===== src/rtl/tx_frame_pkg.sv =====
// Shared types and constants for the Tx frame builder.
// TX_FRAME_CRC16_EN adds the CRC state to the FSM encoding.
package tx_frame_pkg;
  localparam logic [7:0]  PREAMBLE_BYTE = 8'h55;
  localparam logic [15:0] CRC16_POLY    = 16'h1021;
  localparam logic [15:0] CRC16_INIT    = 16'hFFFF;
  localparam logic [15:0] SYNC_WORD_DEF = 16'hD391;

  typedef enum logic [2:0] {
    S_IDLE, S_PRE, S_SYNC, S_LEN, S_PLD,
`ifdef TX_FRAME_CRC16_EN
    S_CRC,
`endif
    S_GAP
  } state_e;
endpackage


===== src/rtl/tx_crc16_step.sv =====
// One-beat CRC-16/CCITT update, BYTES bytes per beat, MSB byte first.
module tx_crc16_step import tx_frame_pkg::*; #(
  parameter int BYTES = 1
) (
  input  logic [15:0]        crc_i,
  input  logic [8*BYTES-1:0] data_i,
  output logic [15:0]        crc_o
);
  always_comb begin
    logic [15:0] c;
    c = crc_i;
    for (int b = BYTES - 1; b >= 0; b--) begin
      c = c ^ {data_i[b*8 +: 8], 8'h00};
      for (int i = 0; i < 8; i++) c = c[15] ? ((c << 1) ^ CRC16_POLY) : (c << 1);
    end
    crc_o = c;
  end
endmodule


===== src/rtl/tx_frame_builder.sv =====
// Frames a payload stream: preamble, sync, length, payload, optional CRC, gap.
// Define TX_FRAME_CRC16_EN to append a CRC-16/CCITT after the payload.
module tx_frame_builder import tx_frame_pkg::*; #(
  parameter int          BYTES        = 1,
  parameter int          PREAMBLE_LEN = 8,
  parameter logic [15:0] SYNC_WORD    = SYNC_WORD_DEF,
  parameter int          IFG_BEATS    = 4
) (
  input  logic               clk,
  input  logic               rst,
  input  logic               clk_enable,
  input  logic               en,
  input  logic [15:0]        payload_length,
  input  logic [8*BYTES-1:0] I_tdata,
  input  logic               I_tvalid,
  output logic               I_tready,
  input  logic               I_tlast,
  output logic [8*BYTES-1:0] O_tdata,
  output logic               O_tvalid,
  input  logic               O_tready,
  output logic               O_tlast,
  output logic               O_tuser,
  output logic               hdr_vld,
  output logic               pld_vld,
  output logic               pkt_sent,
  output logic               err_short,
  output logic               err_long
);
  localparam int DATA_W = 8 * BYTES;
  localparam int HB     = 2 / BYTES;

  state_e              state_q, state_d;
  logic [15:0]         cnt_q, cnt_d, len_q, len_d;
  logic                pad_q, pad_d, drain_q, drain_d;
  logic                err_short_q, err_short_d, err_long_q, err_long_d;
  logic [DATA_W-1:0]   o_tdata_q, o_tdata_d;
  logic                o_tvalid_q, o_tvalid_d, o_tlast_q, o_tlast_d, o_tuser_q, o_tuser_d;
  logic                hdr_vld_q, pld_vld_q, pkt_sent_q, pkt_sent_d;
  logic                ld, hb_last, pld_last, frame_end;
  logic [15:0]         sync_sh, len_sh;
  logic [DATA_W-1:0]   sync_chunk, len_chunk;

  // Output register accepts a new beat when empty or being drained downstream.
  assign ld         = clk_enable & (~o_tvalid_q | O_tready);
  assign hb_last    = (cnt_q == 16'(HB - 1));
  assign pld_last   = (cnt_q == len_q - 16'd1);
  assign sync_sh    = SYNC_WORD << (DATA_W * cnt_q);
  assign len_sh     = len_q << (DATA_W * cnt_q);
  assign sync_chunk = sync_sh[15 -: DATA_W];
  assign len_chunk  = len_sh[15 -: DATA_W];

`ifdef TX_FRAME_CRC16_EN
  logic [15:0]       crc_q, crc_d, crc_nxt, crc_sh;
  logic [DATA_W-1:0] crc_in, crc_chunk;
  assign crc_in    = (state_q == S_LEN) ? len_chunk : (pad_q ? '0 : I_tdata);
  assign crc_sh    = crc_q << (DATA_W * cnt_q);
  assign crc_chunk = crc_sh[15 -: DATA_W];
  tx_crc16_step #(.BYTES(BYTES)) u_crc (.crc_i(crc_q), .data_i(crc_in), .crc_o(crc_nxt));
`endif

  always_comb begin
    state_d = state_q; cnt_d = cnt_q; len_d = len_q; pad_d = pad_q; drain_d = drain_q;
    err_short_d = err_short_q; err_long_d = err_long_q;
    o_tdata_d = o_tdata_q; o_tvalid_d = o_tvalid_q; o_tlast_d = o_tlast_q; o_tuser_d = o_tuser_q;
    I_tready = 1'b0; frame_end = 1'b0;
`ifdef TX_FRAME_CRC16_EN
    crc_d = crc_q;
`endif
    if (ld) begin
      o_tvalid_d = 1'b0; o_tdata_d = '0; o_tlast_d = 1'b0; o_tuser_d = 1'b0;
    end
    case (state_q)
      S_IDLE: if (clk_enable && en) begin
        len_d = payload_length; cnt_d = '0; pad_d = 1'b0; drain_d = 1'b0; state_d = S_PRE;
`ifdef TX_FRAME_CRC16_EN
        crc_d = CRC16_INIT;
`endif
      end
      S_PRE: if (ld) begin
        o_tvalid_d = 1'b1; o_tuser_d = 1'b1; o_tdata_d = {BYTES{PREAMBLE_BYTE}};
        if (cnt_q == 16'(PREAMBLE_LEN - 1)) begin cnt_d = '0; state_d = S_SYNC; end
        else cnt_d = cnt_q + 16'd1;
      end
      S_SYNC: if (ld) begin
        o_tvalid_d = 1'b1; o_tuser_d = 1'b1; o_tdata_d = sync_chunk;
        if (hb_last) begin cnt_d = '0; state_d = S_LEN; end
        else cnt_d = cnt_q + 16'd1;
      end
      S_LEN: if (ld) begin
        o_tvalid_d = 1'b1; o_tuser_d = 1'b1; o_tdata_d = len_chunk;
`ifdef TX_FRAME_CRC16_EN
        crc_d = crc_nxt;
`endif
        if (hb_last) begin
          cnt_d = '0;
          if (len_q == 16'd0) frame_end = 1'b1;
          else state_d = S_PLD;
        end else cnt_d = cnt_q + 16'd1;
      end
      S_PLD: begin
        // After an early I_tlast the rest of the payload is zero padding.
        I_tready = ld & ~pad_q;
        if (ld && (pad_q || I_tvalid)) begin
          o_tvalid_d = 1'b1; o_tdata_d = pad_q ? '0 : I_tdata;
`ifdef TX_FRAME_CRC16_EN
          crc_d = crc_nxt;
`endif
          if (!pad_q && I_tlast && !pld_last) begin pad_d = 1'b1; err_short_d = 1'b1; end
          if (!pad_q && !I_tlast && pld_last) begin drain_d = 1'b1; err_long_d = 1'b1; end
          if (pld_last) begin cnt_d = '0; frame_end = 1'b1; end
          else cnt_d = cnt_q + 16'd1;
        end
      end
`ifdef TX_FRAME_CRC16_EN
      S_CRC: if (ld) begin
        o_tvalid_d = 1'b1; o_tdata_d = crc_chunk;
        if (hb_last) begin cnt_d = '0; o_tlast_d = 1'b1; state_d = S_GAP; end
        else cnt_d = cnt_q + 16'd1;
      end
`endif
      S_GAP: begin
        // Overlong input is swallowed here; the gap lasts until it is gone.
        I_tready = clk_enable & drain_q;
        if (clk_enable && drain_q && I_tvalid && I_tlast) drain_d = 1'b0;
        if (ld) begin
          if (int'(cnt_q) >= IFG_BEATS && !drain_q) begin cnt_d = '0; state_d = S_IDLE; end
          else if (int'(cnt_q) < IFG_BEATS) cnt_d = cnt_q + 16'd1;
        end
      end
      default: state_d = S_IDLE;
    endcase
    if (frame_end) begin
`ifdef TX_FRAME_CRC16_EN
      state_d = S_CRC;
`else
      o_tlast_d = 1'b1; state_d = S_GAP;
`endif
    end
  end

  assign pkt_sent_d = clk_enable & o_tvalid_q & O_tready & o_tlast_q;

  always_ff @(posedge clk or posedge rst) begin
    if (rst) begin
      state_q <= S_IDLE; cnt_q <= '0; len_q <= '0; pad_q <= 1'b0; drain_q <= 1'b0;
      err_short_q <= 1'b0; err_long_q <= 1'b0;
      o_tdata_q <= '0; o_tvalid_q <= 1'b0; o_tlast_q <= 1'b0; o_tuser_q <= 1'b0;
      hdr_vld_q <= 1'b0; pld_vld_q <= 1'b0; pkt_sent_q <= 1'b0;
`ifdef TX_FRAME_CRC16_EN
      crc_q <= CRC16_INIT;
`endif
    end else begin
      state_q <= state_d; cnt_q <= cnt_d; len_q <= len_d; pad_q <= pad_d; drain_q <= drain_d;
      err_short_q <= err_short_d; err_long_q <= err_long_d;
      o_tdata_q <= o_tdata_d; o_tvalid_q <= o_tvalid_d; o_tlast_q <= o_tlast_d; o_tuser_q <= o_tuser_d;
      hdr_vld_q <= o_tvalid_d & o_tuser_d; pld_vld_q <= o_tvalid_d & ~o_tuser_d;
      pkt_sent_q <= pkt_sent_d;
`ifdef TX_FRAME_CRC16_EN
      crc_q <= crc_d;
`endif
    end
  end

  assign O_tdata   = o_tdata_q;
  assign O_tvalid  = o_tvalid_q;
  assign O_tlast   = o_tlast_q;
  assign O_tuser   = o_tuser_q;
  assign hdr_vld   = hdr_vld_q;
  assign pld_vld   = pld_vld_q;
  assign pkt_sent  = pkt_sent_q;
  assign err_short = err_short_q;
  assign err_long  = err_long_q;
endmodule


===== config.mk =====
export PLATFORM = sky130hd
export DESIGN_NAME = tx_frame_builder
export DESIGN_NICKNAME = d
export VERILOG_FILES = /design/src/rtl/tx_frame_pkg.sv /design/src/rtl/tx_crc16_step.sv /design/src/rtl/tx_frame_builder.sv
export SDC_FILE = /design/constraint.sdc
export NUM_CORES = 1
export LEC_CHECK = 0
export ABC_AREA = 1
export BUFFER_PORTS_ARGS = -buffer_cell sky130_fd_sc_hd__buf_2
export CAP_MARGIN = 20
export CORE_AREA = 5 5 118 120
export DETAILED_ROUTE_END_ITERATION = 12
export DIE_AREA = 0 0 123 125
export GPL_TIMING_DRIVEN = 0
export PLACE_DENSITY = 0.48
export REMOVE_ABC_BUFFERS = 1
export SLEW_MARGIN = 15
export SYNTH_ARGS = -nofsm -noshare
export SYNTH_HDL_FRONTEND = slang
export SYNTH_HIERARCHICAL = 1
export SYNTH_SLANG_ARGS = --single-unit

===== constraint.sdc =====
create_clock -name clk -period 2.1 [get_ports clk]
set_input_delay 0.105 -clock clk [delete_from_list [all_inputs] [get_ports clk]]
set_output_delay 0.105 -clock clk [all_outputs]
set_load 0.05 [all_outputs]

==> impl_metrics.yaml, run 1 <==
clock_tree:
  root_buffer: "clkbuf_16"
  clockBufferDepth: 2
  insertion_delay_ns: 0.31
  path_clk_slew_ns: 0.08
  cts_tree: "done"
  cts_made_buffers: 5
  cts.htree.levels: 2
  cts.sinks: 53
worst_setup_path:
  worstPathArrival_ns: 2.40
  critPathCaptureType: "flop"
  start_kind: "flop"
  required_ns: 2.29
  critPathKind: "reg -> reg"
  path_max_fanout: 8
timing:
  final_max_slew_viol_count: 0
  setup_viol: 16
  hold_viol_final: 0
  tightest_slew_ns: 0.711
  fin_hold_ws_ns: 0.0162
  period_needed_ns: 2.21
  clock.fmax_ghz: 0.453
  fin_crit_sh_pct: 105
  tns_ns: -1.37
  setup_ws_ns: -0.109
  clock_skew_ns: 0.0102
  max_slew_margin_pct: 52.6
  rsz0062_at_grt: "true"
yosys:
  synthTopCellsByCount: "nand2_1, nor2_1, inv_1"
  synth_area_per_cell_um2: 6.66
  ys.flop_type: "dfrtp_1"
  synth_edf_count: 0
  yosysTopAreaCellShare_pct: 33.6
  post-synth-top-count-cell: "nand2_1"
  yosysSeqAreaShare_pct: 33.6
  synth_seq_cells: 53
  synth_top_area_cell: "dfrtp_1"
  yosys_warnings: 6
  synthCells: 592
  syn_area_mm2: 0.00395
  ys_async_sr_fraction_pct: 100
  ys_top_cells_by_area: "dfrtp_1, nand2_1, nor2_1, inv_1, nand3_1"
  synth_cell_types: 40
pwr:
  ir_drop_v: 0.000527
  p_leak_nw: 2.55
  internal-power_mw: 3.24
  power_frac_clock_pct: 12.6
  p_comb_share_pct: 62.4
  power_density_mw_per_mm2: 1370
  power_frac_seq_pct: 25.0
  p_switching_mw: 3.79
  switching_share_pct: 53.9
place:
  post-place-cells: 801
  port_buffers: 47
  routabilityCongestion: 0.852
  dp_hpwl_um: 9380
  placed_cell_area_mm2: 0.00434
detailed_routing:
  dr.first_iter.drc_count: 190
  vias: 4127
  vias_per_cell: 4.83
  routed_wl_um: 13400
  ant_nets: 0
  avgRoutedWirePerCell_um: 15.7
  drt_first_pass_iters: 5
  post-route-drc-count: 0
outcome:
  status: "complete, but fails checks"
  violations: "setup timing"
cells_and_area:
  layout-drive-gt1-share_pct: 29.7
  finalNetCount: 713
  insertedDiodeCount: 0
  fin_area_mm2: 0.00514
  instances_no_fill: 855
  synthToLayoutAreaGrowth_pct: 30.2
floorplanning:
  placementRows: 42
  die_area_mm2: 0.0154
  core_area_mm2: 0.0129
  die_y_um: 125
  fp.dieW_um: 123
  initial_core_util_pct: 30.6
  io_pins: 48
global_route:
  grt_pass1_vias: 4101
  grt_pass1_wl_um: 21500
  grtUsageTotal_pct: 17.9
  grt_max_degree: 54
  grt-ovfl-total: 0
  antenna_found_initial: 0
job:
  maxCapViolCount: 0
min_path:
  hp-class: "in -> reg"
[cell families after synthesis]
| kind of cell | after synthesis | synth area share [%] |
|---|---|---|
| xor gates and xnor gates | 19 | 4.22 |
| AOI/OAI and AO/OA | 62 | 8.85 |
| adders and majority gates | 4 | 1.27 |
| muxes | 2 | 0.571 |
| DFF | 53 | 33.6 |
| and+or+nand+nor | 358 | 42.0 |
| buffers and inverters | 94 | 9.51 |
[critical path, cell delays in order, from the launching register on]
cell     delay [ns]
dfrtp_1        0.40
inv_2          0.11
ha_4           0.18
nand3_4        0.09
nor2_4         0.21
nand2_2        0.10
nand3_2        0.09
nand2_1        0.05
nor2_1         0.11
nand2_1        0.11
nor2_4         0.17
nand2_2        0.09
nand2_4        0.14
nand2_8        0.10
nand2_1        0.08
o21ai_1        0.07
[cell usage in the layout (no fill, tap or decap), drive strengths merged]
cell type    synthesis  routed
nor2                96      97
a22oi                3       3
a21oi               25      25
nor4                 2       2
o211ai               2       2
a21boi               1       1
o21bai               2       2
nand3b               5       5
xnor2                4       4
dlygate4sd3          0       1
o31ai                1       1
o22ai                8       8
ha                   4       4
and3                 1       1
clkinvlp             0       1
nand4               15      15
nand3               56      56
clkinv               1       4
dfrtp               53      53
inv                 78      77
xor2                15      15
or2                  1       1
clkbuf               8       5
a211oi               1       1
mux2                 2       2
nor3                 9       9
buf                  7      90
o32ai                1       1
o21ai               18      18
nand2              173     175
[per-stage QoR]
step	worst slack [ns]	util [%]	total power, mW
after floorplan	-0.333	-	4.18
after global placement	-0.813	33.6	5.12
after detailed placement	-0.879	33.7	5.16
after CTS	-0.0689	37.8	6.80
after global routing	-0.243	39.9	7.56
final	-0.109	39.9	7.03
[metal layers]
metal	share of wire [%]	global-route usage, %	up-vias
li1	-	-	2071
met1	47	25.0	1979
met2	48	29.0	68
met3	3.6	2.98	9
met4	1.1	3.97	0
met5	0	0	-
[registers in the layout, summed over array words and instances (netlist names), 3 cells and up]
register  flops
cnt_q        16
len_q        16
O_tdata       8
state_q       3
[cell type report]
class,count,area (µm²)
fill,1364,7740
multi-input combinational,448,2500
sequential,53,1340
timing repair buffer,91,626
inverter,79,305
tap,176,220
clock buffer,5,125
clock inverter,3,22.5
[worst paths after layout]
kind / start / to / slack [ns] / depth (start not counted)
max: len_q[1]$_DFFE_PP0P_ / cnt_q[10]$_DFFE_PP0P_ / -0.11 / 15
min in group asynchronous: rst / O_tdata[0]$_DFF_PP0_ / 0.46 / 3
max reg2reg: len_q[1]$_DFFE_PP0P_ / cnt_q[10]$_DFFE_PP0P_ / -0.11 / 15
min: I_tdata[6] / O_tdata[6]$_DFF_PP0_ / 0.02 / 3
min reg2reg: err_short$_DFFE_PP0P_ / err_short$_DFFE_PP0P_ / 0.47 / 2
max in group asynchronous: rst / cnt_q[6]$_DFFE_PP0P_ / 1.11 / 3
[power by group through the flow]
stage               sequential [mW]  clock (mW)  combinational, mW
finish                         1.76       0.884               4.39
global placement               1.74           0               3.39
CTS                            1.73       0.911               4.15
floorplan                      1.96           0               2.22
detailed placement             1.74           0               3.42
global route                   1.80       0.963               4.80
[what timing repair did]
| action | 4_1_cts | 5_1_grt |
|---|---|---|
| endpoints found under the hold margin | 53 | 0 |
| setup buffers | 22 | 20 |
| resized for setup | 40 | 45 |
| gates cloned | 3 | 0 |
| hold buffers | 1 | 0 |
| pin swaps | 12 | 26 |
| setup endpoints to repair | 37 | 30 |
Note: power is estimated with default switching activity, not from simulation.
==> run 2: changes to the inputs <==
CORE_AREA = 5 5 93 95   (was 5 5 118 120)
DIE_AREA = 0 0 98 100   (was 0 0 123 125)
PLACE_DENSITY = 0.73   (was 0.48)
==> impl_metrics.yaml, run 2 (same netlist as run 1, synthesis figures left out) <==
min_path:
  hold_start: "I_tdata[3]"
  hold-path-endpoint: "O_tdata[3]$_DFF_PP0_"
  hp-class: "in -> reg"
  holdPathStages: 3
detailed_routing:
  vias_per_cell: 5.51
  routed_wl_um: 12100
  ant_nets: 0
  vias: 4251
  post-route-drc-count: 0
  dr.first_iter.drc_count: 325
  drt_first_pass_iters: 5
  avgRoutedWirePerCell_um: 15.6
worst_setup_path:
  startpoint: "cnt_q[9]$_DFFE_PP0P_"
  critPathKind: "reg -> reg"
  cp_cell_sequence: "inv_1 > nand4_1 > nor2_2 > nand2_2 > nand2_1 > a21oi_1 > nor3_4 > nand2_4 > nor2_4 > buf_4 > nand3_2 > nand2_1"
  rr_endpoint: "cnt_q[15]$_DFFE_PP0P_"
  crit_buf_inv: 2
  cp_common_cell: "nand2_1"
  critPathCaptureType: "flop"
  r2r_slack_ns: -0.09
  timing.rr.start: "cnt_q[9]$_DFFE_PP0P_"
  path_max_fanout: 9
  slowest_stage: "dfrtp_1"
  worstPathArrival_ns: 2.44
  reg2reg_depth: 12
  critPathMaxStageDelay_ns: 0.47
  required_ns: 2.35
  path_delay_family: "simple AND/OR/NAND/NOR gates"
  start_kind: "flop"
pwr:
  power_mw: 6.66
  power_density_mw_per_mm2: 1380
  internal-power_mw: 2.98
  power_frac_seq_pct: 26.2
  p_comb_share_pct: 64.3
  power_frac_clock_pct: 9.5
  ir_drop_v: 0.000924
  p_leak_nw: 2.47
  switching_share_pct: 55.3
  p_switching_mw: 3.68
timing:
  period_needed_ns: 2.19
  max_slew_margin_pct: 52.2
  clock_skew_ns: 0.0156
  final_max_slew_viol_count: 0
  fin_crit_sh_pct: 104
  clock.fmax_ghz: 0.457
  hold_viol_final: 0
  tightest_slew_ns: 0.715
  setup_viol: 21
  setup_ws_ns: -0.0863
  rsz0062_at_grt: "true"
cells_and_area:
  fillers: 689
  mostFrequentLayoutCells: "nand2_1, nor2_1, inv_1, dfrtp_1, buf_2"
  instances_no_fill: 771
  insertedDiodeCount: 0
  fin_area_mm2: 0.00483
  final_common_cell: "nand2_1"
  layout-drive-gt1-share_pct: 26.9
  finalNetCount: 703
  synthToLayoutAreaGrowth_pct: 22.5
outcome:
  violations: "setup timing"
  status: "complete, but fails checks"
floorplanning:
  die_area_mm2: 0.00980
  fp.dieW_um: 98
  io_pins: 48
  core_area_mm2: 0.00765
  die_y_um: 100
  initial_core_util_pct: 51.6
  placementRows: 32
clock_tree:
  cts.htree.levels: 2
  root_buffer: "clkbuf_8"
  insertion_delay_ns: 0.32
  path_clk_slew_ns: 0.11
  cts_tree: "done"
  cts.sinks: 53
  clockBufferDepth: 2
  cts_made_buffers: 5
global_route:
  grt_max_degree: 31
  grt_pass1_vias: 3951
  grt_pass1_wl_um: 19200
  grt-ovfl-total: 0
  grtUsageTotal_pct: 24.1
  antenna_found_initial: 0
place:
  routabilityCongestion: 0.926
  port_buffers: 47
  dp_hpwl_um: 8310
  post-place-cells: 727
  placed_cell_area_mm2: 0.00425
job:
  maxCapViolCount: 0
==> run 2: changes by cell type in the layout (fill, tap and decap cells not counted), moves of 3 or more <==
cell	previous run	this run
buf_4	35	29
o21ai_0	8	11
dfrtp_2	9	2
nand3_2	25	18
clkbuf_16	5	0
inv_2	14	17
nand3_1	29	35
nor2_2	10	15
clkbuf_8	0	5
dfrtp_1	44	51
nor2_4	9	6
==> run 2: power by group through the flow <==
stage	clock, mW	combinational, mW	sequential, mW
6_report	0.633	4.28	1.74
3_5_place_dp	0	3.36	1.73
2_1_floorplan	0	2.22	1.96
3_3_place_gp	0	3.27	1.72
4_1_cts	0.640	3.95	1.72
5_1_grt	0.680	4.66	1.78
==> run 2: worst max-delay path by stage <==
stage | endpoint | slack, ns | depth (start not counted)
finish | cnt_q[15]$_DFFE_PP0P_ | -0.09 | 12
global route | cnt_q[8]$_DFFE_PP0P_ | -0.23 | 16
detailed placement | cnt_q[9]$_DFFE_PP0P_ | -0.65 | 8
global placement | cnt_q[8]$_DFFE_PP0P_ | -0.64 | 8
CTS | cnt_q[8]$_DFFE_PP0P_ | -0.05 | 16
floorplan | cnt_q[2]$_DFFE_PP0P_ | -0.33 | 9
==> run 2: worst min-delay path, cell delays in order <==
cell      delay (ns)
buf_2           0.07
nand2_1         0.04
o211ai_1        0.07
==> run 2: final cells by class <==
| cell class | count | area, µm² | share of cell area, % |
|---|---|---|---|
| Multi-Input combinational cell | 448 | 2460 | 50.9 |
| Sequential cell | 53 | 1330 | 27.5 |
| Timing Repair Buffer | 81 | 523 | 10.8 |
| Inverter | 79 | 300 | 6.21 |
| Tap cell | 102 | 128 | 2.64 |
| Clock buffer | 5 | 68.8 | 1.42 |
| Clock inverter | 3 | 25.0 | 0.518 |
==> run 2: layer usage <==
metal,up-vias,wire (µm),global-route usage (%)
li1,2048,-,-
met1,1961,5120,33.6
met2,207,5590,38.5
met3,35,942,2.71
met4,0,399,9.58
met5,-,0,0
==> run 2: repair_timing <==
item,4_1_cts,5_1_grt
hold buffers,1,0
gates resized for setup,28,36
buffers inserted,17,15
gates cloned,3,0
pin swaps,7,9
setup endpoints to repair,52,40
hold endpoints to repair,26,0
==> run 2: per-stage QoR <==
step / worst slack, ns / util [%] / hold WS, ns / setup TNS, ns
final: -0.0863 / 63.2 / 0.00645 / -0.827
after global routing: -0.230 / 63.2 / 0.0265 / -4.17
after CTS: -0.0486 / 60.2 / 0.00599 / -0.414
after detailed placement: -0.654 / 55.6 / 0.220 / -15.10
after floorplan: -0.333 / - / 0.241 / -6.12
after global placement: -0.643 / 55.3 / 0.333 / -16.43
